===== src/rtl/flip_stim_pkg.sv =====
// flip_stim_pkg: shared types and frame layout for the flip stimulus controller
package flip_stim_pkg;
  typedef enum logic [1:0] {IDLE, LOAD, WAIT, FLIP} state_e;
  localparam int IDX_W = 16;
  localparam int IDX_LSB = 0;
  localparam int VEC_LSB = 16;
endpackage


===== src/rtl/flip_stim_ctrl_if.sv =====
// flip_stim_ctrl_if: frame input and stimulus output bundle
// master drives frame_data/frame_valid and observes dut_inputs/flip_trig/busy/err_index;
// slave is the controller side.
interface flip_stim_ctrl_if #(parameter int NUM_INS = 8, parameter int FRAME_LEN = 24);
  logic [FRAME_LEN-1:0] frame_data;
  logic frame_valid;
  logic [NUM_INS-1:0] dut_inputs;
  logic flip_trig;
  logic busy;
  logic err_index;
  modport master(output frame_data, frame_valid, input dut_inputs, flip_trig, busy, err_index);
  modport slave(input frame_data, frame_valid, output dut_inputs, flip_trig, busy, err_index);
endinterface


===== src/rtl/flip_stim_ctrl_period_counter.sv =====
// period_counter: saturating period counter with terminal count at PERIOD-1
// clk, reset (sync active-low), clear (to 0, wins), enable (count up), tc (count == PERIOD-1).
module period_counter #(parameter int PERIOD = 10000000) (
  input  logic clk,
  input  logic reset,
  input  logic clear,
  input  logic enable,
  output logic tc
);
  localparam int CW = $clog2(PERIOD);
  logic [CW-1:0] cnt_q, cnt_d;
  assign tc = cnt_q == CW'(PERIOD - 1);
  always_comb cnt_d = clear ? '0 : (enable && !tc) ? cnt_q + 1'b1 : cnt_q;
  always_ff @(posedge clk) cnt_q <= !reset ? '0 : cnt_d;
endmodule


===== src/rtl/flip_stim_ctrl.sv =====
// flip_stim_ctrl: applies a framed base vector to a DUT and periodically toggles one bit
// clk, reset (sync active-low); bus.slave: frame_data/frame_valid in,
// dut_inputs/flip_trig/busy/err_index out. Macro FLIP_TRIG_EN enables the flip_trig register.
module flip_stim_ctrl
  import flip_stim_pkg::*;
#(
  parameter int NUM_INS = 8,
  parameter int FRAME_LEN = 24,
  parameter int PERIOD = 10000000
) (
  input logic clk,
  input logic reset,
  flip_stim_ctrl_if.slave bus
);
  localparam int IW = NUM_INS > 1 ? $clog2(NUM_INS) : 1;
  if (FRAME_LEN < IDX_W + NUM_INS) begin : g_len_chk
    $error("FRAME_LEN must be >= 16 + NUM_INS");
  end
  if (PERIOD < 2) begin : g_period_chk
    $error("PERIOD must be >= 2");
  end
  state_e state_q, state_d;
  logic [IW-1:0] idx_q, idx_d;
  logic [NUM_INS-1:0] base_q, base_d, dut_q, dut_d;
  logic err_q, err_d;
  logic [IDX_W-1:0] f_idx;
  logic f_ok, cnt_clr, cnt_en, tc, frame_unused;
  assign f_idx = bus.frame_data[IDX_LSB +: IDX_W];
  assign f_ok = f_idx < IDX_W'(NUM_INS);
  assign frame_unused = ^bus.frame_data;
  period_counter #(.PERIOD(PERIOD)) u_cnt (
    .clk(clk), .reset(reset), .clear(cnt_clr), .enable(cnt_en), .tc(tc)
  );
  // The toggle is registered on the WAIT->FLIP edge so dut_inputs changes
  // in the FLIP cycle itself, giving the first toggle at frame+2+PERIOD.
  always_comb begin
    state_d = state_q;
    idx_d = idx_q;
    base_d = base_q;
    dut_d = dut_q;
    err_d = err_q;
    cnt_clr = 1'b0;
    cnt_en = 1'b0;
    if (bus.frame_valid) begin
      err_d = !f_ok;
      state_d = f_ok ? LOAD : IDLE;
      idx_d = f_ok ? IW'(f_idx) : idx_q;
      base_d = f_ok ? bus.frame_data[VEC_LSB +: NUM_INS] : base_q;
    end else begin
      case (state_q)
        LOAD: begin
          dut_d = base_q;
          cnt_clr = 1'b1;
          state_d = WAIT;
        end
        WAIT: begin
          cnt_en = 1'b1;
          dut_d = tc ? dut_q ^ (NUM_INS'(1) << idx_q) : dut_q;
          state_d = tc ? FLIP : WAIT;
        end
        FLIP: begin
          cnt_clr = 1'b1;
          state_d = WAIT;
        end
        default: ;
      endcase
    end
  end
  always_ff @(posedge clk) begin
    if (!reset) begin
      state_q <= IDLE;
      idx_q <= '0;
      base_q <= '0;
      dut_q <= '0;
      err_q <= 1'b0;
    end else begin
      state_q <= state_d;
      idx_q <= idx_d;
      base_q <= base_d;
      dut_q <= dut_d;
      err_q <= err_d;
    end
  end
`ifdef FLIP_TRIG_EN
  logic flip_trig_q, flip_trig_d;
  assign flip_trig_d = !bus.frame_valid && state_q == WAIT && tc;
  always_ff @(posedge clk) flip_trig_q <= reset && flip_trig_d;
  assign bus.flip_trig = flip_trig_q;
`else
  assign bus.flip_trig = 1'b0;
`endif
  assign bus.dut_inputs = dut_q;
  assign bus.busy = state_q != IDLE;
  assign bus.err_index = err_q;
endmodule


===== src/flat_wrapper.sv =====
// flat-port wrapper written by rule: the top's interface ports become plain ports
module flip_stim_ctrl_flat import flip_stim_pkg::*;
#(
  parameter int NUM_INS = 8,
  parameter int FRAME_LEN = 24,
  parameter int PERIOD = 10000000
)
  (clk, reset, bus_frame_data, bus_frame_valid, bus_dut_inputs, bus_flip_trig, bus_busy, bus_err_index);
  flip_stim_ctrl_if #(.NUM_INS(NUM_INS), .FRAME_LEN(FRAME_LEN)) bus_i ();
  input logic clk;
  input logic reset;
  input wire logic [$bits(bus_i.frame_data)-1:0] bus_frame_data;
  input wire logic [$bits(bus_i.frame_valid)-1:0] bus_frame_valid;
  output wire logic [$bits(bus_i.dut_inputs)-1:0] bus_dut_inputs;
  output wire logic [$bits(bus_i.flip_trig)-1:0] bus_flip_trig;
  output wire logic [$bits(bus_i.busy)-1:0] bus_busy;
  output wire logic [$bits(bus_i.err_index)-1:0] bus_err_index;
  assign bus_i.frame_data = bus_frame_data;
  assign bus_i.frame_valid = bus_frame_valid;
  assign bus_dut_inputs = bus_i.dut_inputs;
  assign bus_flip_trig = bus_i.flip_trig;
  assign bus_busy = bus_i.busy;
  assign bus_err_index = bus_i.err_index;
  flip_stim_ctrl #(.NUM_INS(NUM_INS), .FRAME_LEN(FRAME_LEN), .PERIOD(PERIOD)) u_core (.clk(clk), .reset(reset), .bus(bus_i));
endmodule

===== config.mk =====
export PLATFORM = sky130hd
export DESIGN_NAME = flip_stim_ctrl_flat
export DESIGN_NICKNAME = d
export VERILOG_FILES = /design/src/rtl/flip_stim_pkg.sv /design/src/rtl/flip_stim_ctrl_if.sv /design/src/rtl/flip_stim_ctrl_period_counter.sv /design/src/rtl/flip_stim_ctrl.sv /design/src/flat_wrapper.sv
export SDC_FILE = /design/constraint.sdc
export NUM_CORES = 1
export LEC_CHECK = 0
export BUFFER_PORTS_ARGS = -buffer_cell sky130_fd_sc_hd__clkbuf_2
export CAP_MARGIN = 20
export CORE_ASPECT_RATIO = 0.5
export CORE_MARGIN = 3
export CORE_UTILIZATION = 40
export DETAILED_ROUTE_END_ITERATION = 6
export PLACE_DENSITY = 0.68
export SLEW_MARGIN = 0
export SYNTH_ARGS = -nofsm -noshare
export SYNTH_HDL_FRONTEND = slang
export SYNTH_HIERARCHICAL = 1
export SYNTH_SLANG_ARGS = --single-unit

===== constraint.sdc =====
create_clock -name clk -period 2.8 [get_ports clk]
set_input_delay 0.56 -clock clk [delete_from_list [all_inputs] [get_ports clk]]
set_output_delay 0.56 -clock clk [all_outputs]
set_load 0.02 [all_outputs]

==> key figures <==
Clock network
  – # H-tree levels: 2
  – Clk_lat worst skew: 0.28 ns
  – Postcts setup bufs: 0
  – Clock sinks: 46
  – PostCTS Resize Cnt: 0
  – Hold-fix buffers at CTS: 0
  – TritonCTS Buffers: 5
  – CTS tree: yes
  – Max clock buf depth: 2
  – Clk slew on worst S/H paths: approximately 0.06 ns
  – Clock root buffer: clkbuf_16

Route
  – Met3 wire length: between 100 and 150 um
  – Total wire length: approximately 5.5 mm
  – M1 WL: 2.578 mm
  – Met2 WL: 2.735 mm
  – Vias: 2072
  – Starting DRT DRC Count: 170
  – Remaining antenna violation count: 0
  – WL per Instance: 14.33 um
  – DRC: 0
  – Initial DRT Pass Iterations: 5
  – Uppermost layer routed: met4
  – Vias/cell: between 5 and 6

Yosys
  – Post-synthesis adder-cell area fraction: 0.02558
  – Synth unique cells: 50
  – Largest family of logic cells by synthesized area: simple AND/OR/NAND/NOR gates
  – Ys async rst share: 0
  – Flops & latches, synth: 46
  – Syn Std Cell Area: 0.002446 sq mm
  – Number of synthesized flops with an enable pin: 0
  – Ys flop type: dfxtp_1
  – Synthesis Warnings: 6
  – Synth Area in Compound Gates: 0.1263
  – Syn Inst Count: 280
  – Mean post-synth cell area: 8.736 sq um
  – Post-Synth Simple-Gate Area: 0.2967
  – Post-Synth XOR/XNOR Area: 0.06087
  – Mux contribution to synthesized area: 0.04910
  – Sequential-to-total area share from yosys stat: 0.3765
  – Post-Syn Nets: 312

Global route
  – Antenna violations before repair: 0
  – Tot GR Track Use: 0.1624
  – Global-route wire length before repair: 9.418 mm
  – Largest net degree at the start of global routing: 33
  – Congestion Overflow GR: 0
  – Vias in the first global route: 2029

Worst setup path
  – Delay of the slowest critical-path stage: a little under 0.6 ns
  – Slowest CP cell: or4_4
  – Setup crit start kind: flip-flop
  – Most used cell, CP: or4_4
  – CP Max Fanout: 10
  – Crit path DAT: 2.70 ns
  – Delay-heaviest family, CP: simple AND/OR/NAND/NOR gates
  – Critical path required time: 3.00 ns
  – Worst path cell trace: ha_1 > nand3_1 > or4_4 > nor2_1 > nor2b_4 > or4_4 > o22ai_1
  – WP buf/inv: 0
  – Worst setup EP type: flip-flop
  – CP Class: flip-flop to flip-flop

STA
  – Worst Skew: about 0.0064 ns
  – Fin. max-slew vios: 0
  – Final min period: 2.499 ns
  – Setup-failing EPs final: 0
  – Unrepaired setup endpoints after global routing: no
  – Max Freq: 400.1 MHz
  – Final hold vios: 0
  – Final worst path period share: 0.8926
  – Setup TNS: 0 ns

Cells and area
  – Commonest non-fill, non-tap cells in the layout: dfxtp_1, nand2_1, clkbuf_2
  – Most common cell after layout, fill and taps aside: dfxtp_1
  – Area Growth Syn to Fin: 14.78%
  – Fin nets: 342
  – Ant. Diodes: 0
  – Layout cells sized above 1: 0.1865
  – Fill cell count: around 530

Power
  – Total design power: roughly 1.4 mW
  – Peak supply drop: 0.0003559 V
  – Pwr Density: 505.9 mW/mm^2
  – LEAKAGE: 1.018 nW

Floorplan
  – Initial Util: 0.4305
  – Die area: roughly 0.0071 sq mm
  – Die Ht: 61.30 um
  – IO Pins: 38
  – Die X: around 120 um
  – Site Rows: 19
  – Core ar.: around 0.0057 sq mm

Placement
  – DP HPWL: 3.885 mm
  – Port buffer count: 36
  – GP Congestion: ~0.8

Min path
  – HP Class: flip-flop to flip-flop

Status
  – Status: completed

Job
  – Max_cap viols: 0
## per-stage QoR
stage	cell area [sq um]	hold slack, ns	instances	setup WS, ns	util
3_5_place_dp	2641	0.4536	376	0.3732	0.4649
2_1_floorplan	2446	0.4341	280	0.4501	-
4_1_cts	2808	0.4633	384	0.3151	0.4942
3_3_place_gp	2641	0.4449	376	0.4889	0.4649
5_1_grt	2808	0.4793	384	0.2009	0.4942
6_report	2808	0.4625	384	0.3008	0.4942
## metal layers
| metal | vias up | GRT usage |
|---|---|---|
| met1 | 983 | 0.2094 |
| met5 | - | 0 |
| met2 | 24 | 0.2935 |
| met3 | 4 | 0.02650 |
| li1 | 1061 | - |
| met4 | 0 | 0.03595 |
## cells by family after synthesis
family	count (synthesis)
DFF	46
other	1
muxes	12
AOI/OAI and AO/OA	41
adders and majority gates	5
and+or+nand+nor	130
xor gates and xnor gates	17
buffers and inverters	28
## power by group
group	leakage [nW]	internal, mW	switching (mW)
clock	0.0771	0.421	0.246
combinational	0.570	0.0351	0.0575
sequential	0.371	0.658	0.00302
## worst paths after layout
path	from	cells past startpoint	slack [ns]	endpoint
setup reg to reg	u_core/u_cnt/cnt_q[0]	7	0.30	u_core/bus.dut_inputs[1]
hold reg to reg	u_core/base_q[4]	2	0.46	u_core/base_q[4]
setup / recovery	u_core/u_cnt/cnt_q[0]	7	0.30	u_core/bus.dut_inputs[1]
hold / removal	u_core/base_q[4]	2	0.46	u_core/base_q[4]
## Yosys cell counts, types with 5 or more instances
cell       instances  area [sq um]
buf_6              5         56.30
o31a_1             7         61.31
ha_1               5         62.56
nand2b_1           7         43.79
o22ai_1            8         50.05
dfxtp_1           46         920.9
o21ai_0            5         25.02
xnor2_1            6         52.55
clkbuf_1           8         30.03
nor2_1            25         93.84
xor2_1            11         96.34
nand2_1           41         153.9
nor4_1             8         50.05
a2111oi_0          7         61.31
nand3_1           10         50.05
mux2i_1           12         120.1
inv_1              7         26.28
nand4_1            5         31.28
## final cells by class
type                    instances  area [sq um]  share of cell area
inverters                       9         33.78             0.01203
flip-flops and latches         46         920.9              0.3280
clock inverters                 2         37.54             0.01337
multi-input cells             206          1370              0.4880
repair buffers                 42         225.2             0.08021
well taps                      73         91.34             0.03253
clock buffers                   6         128.9             0.04590
## flip-flops by register name, summed over array words and instances, names as in the netlist
| name | flops |
|---|---|
| u_core/state_q | 2 |
| u_core/idx_q | 3 |
| u_core/u_cnt/cnt_q | 24 |
| u_core/base_q | 8 |
| u_core/bus.dut_inputs | 8 |
| u_core/bus.err_index | 1 |
## tightest hold or removal path: cells and delay by family (launching register included)
| kind | cells | cell delay [ns] |
|---|---|---|
| AND/OR/NAND/NOR | 1 | 0.05 |
| flip-flops | 1 | 0.31 |
| multiplexers | 1 | 0.05 |
No activity file was read; power rests on OpenSTA's default activity.
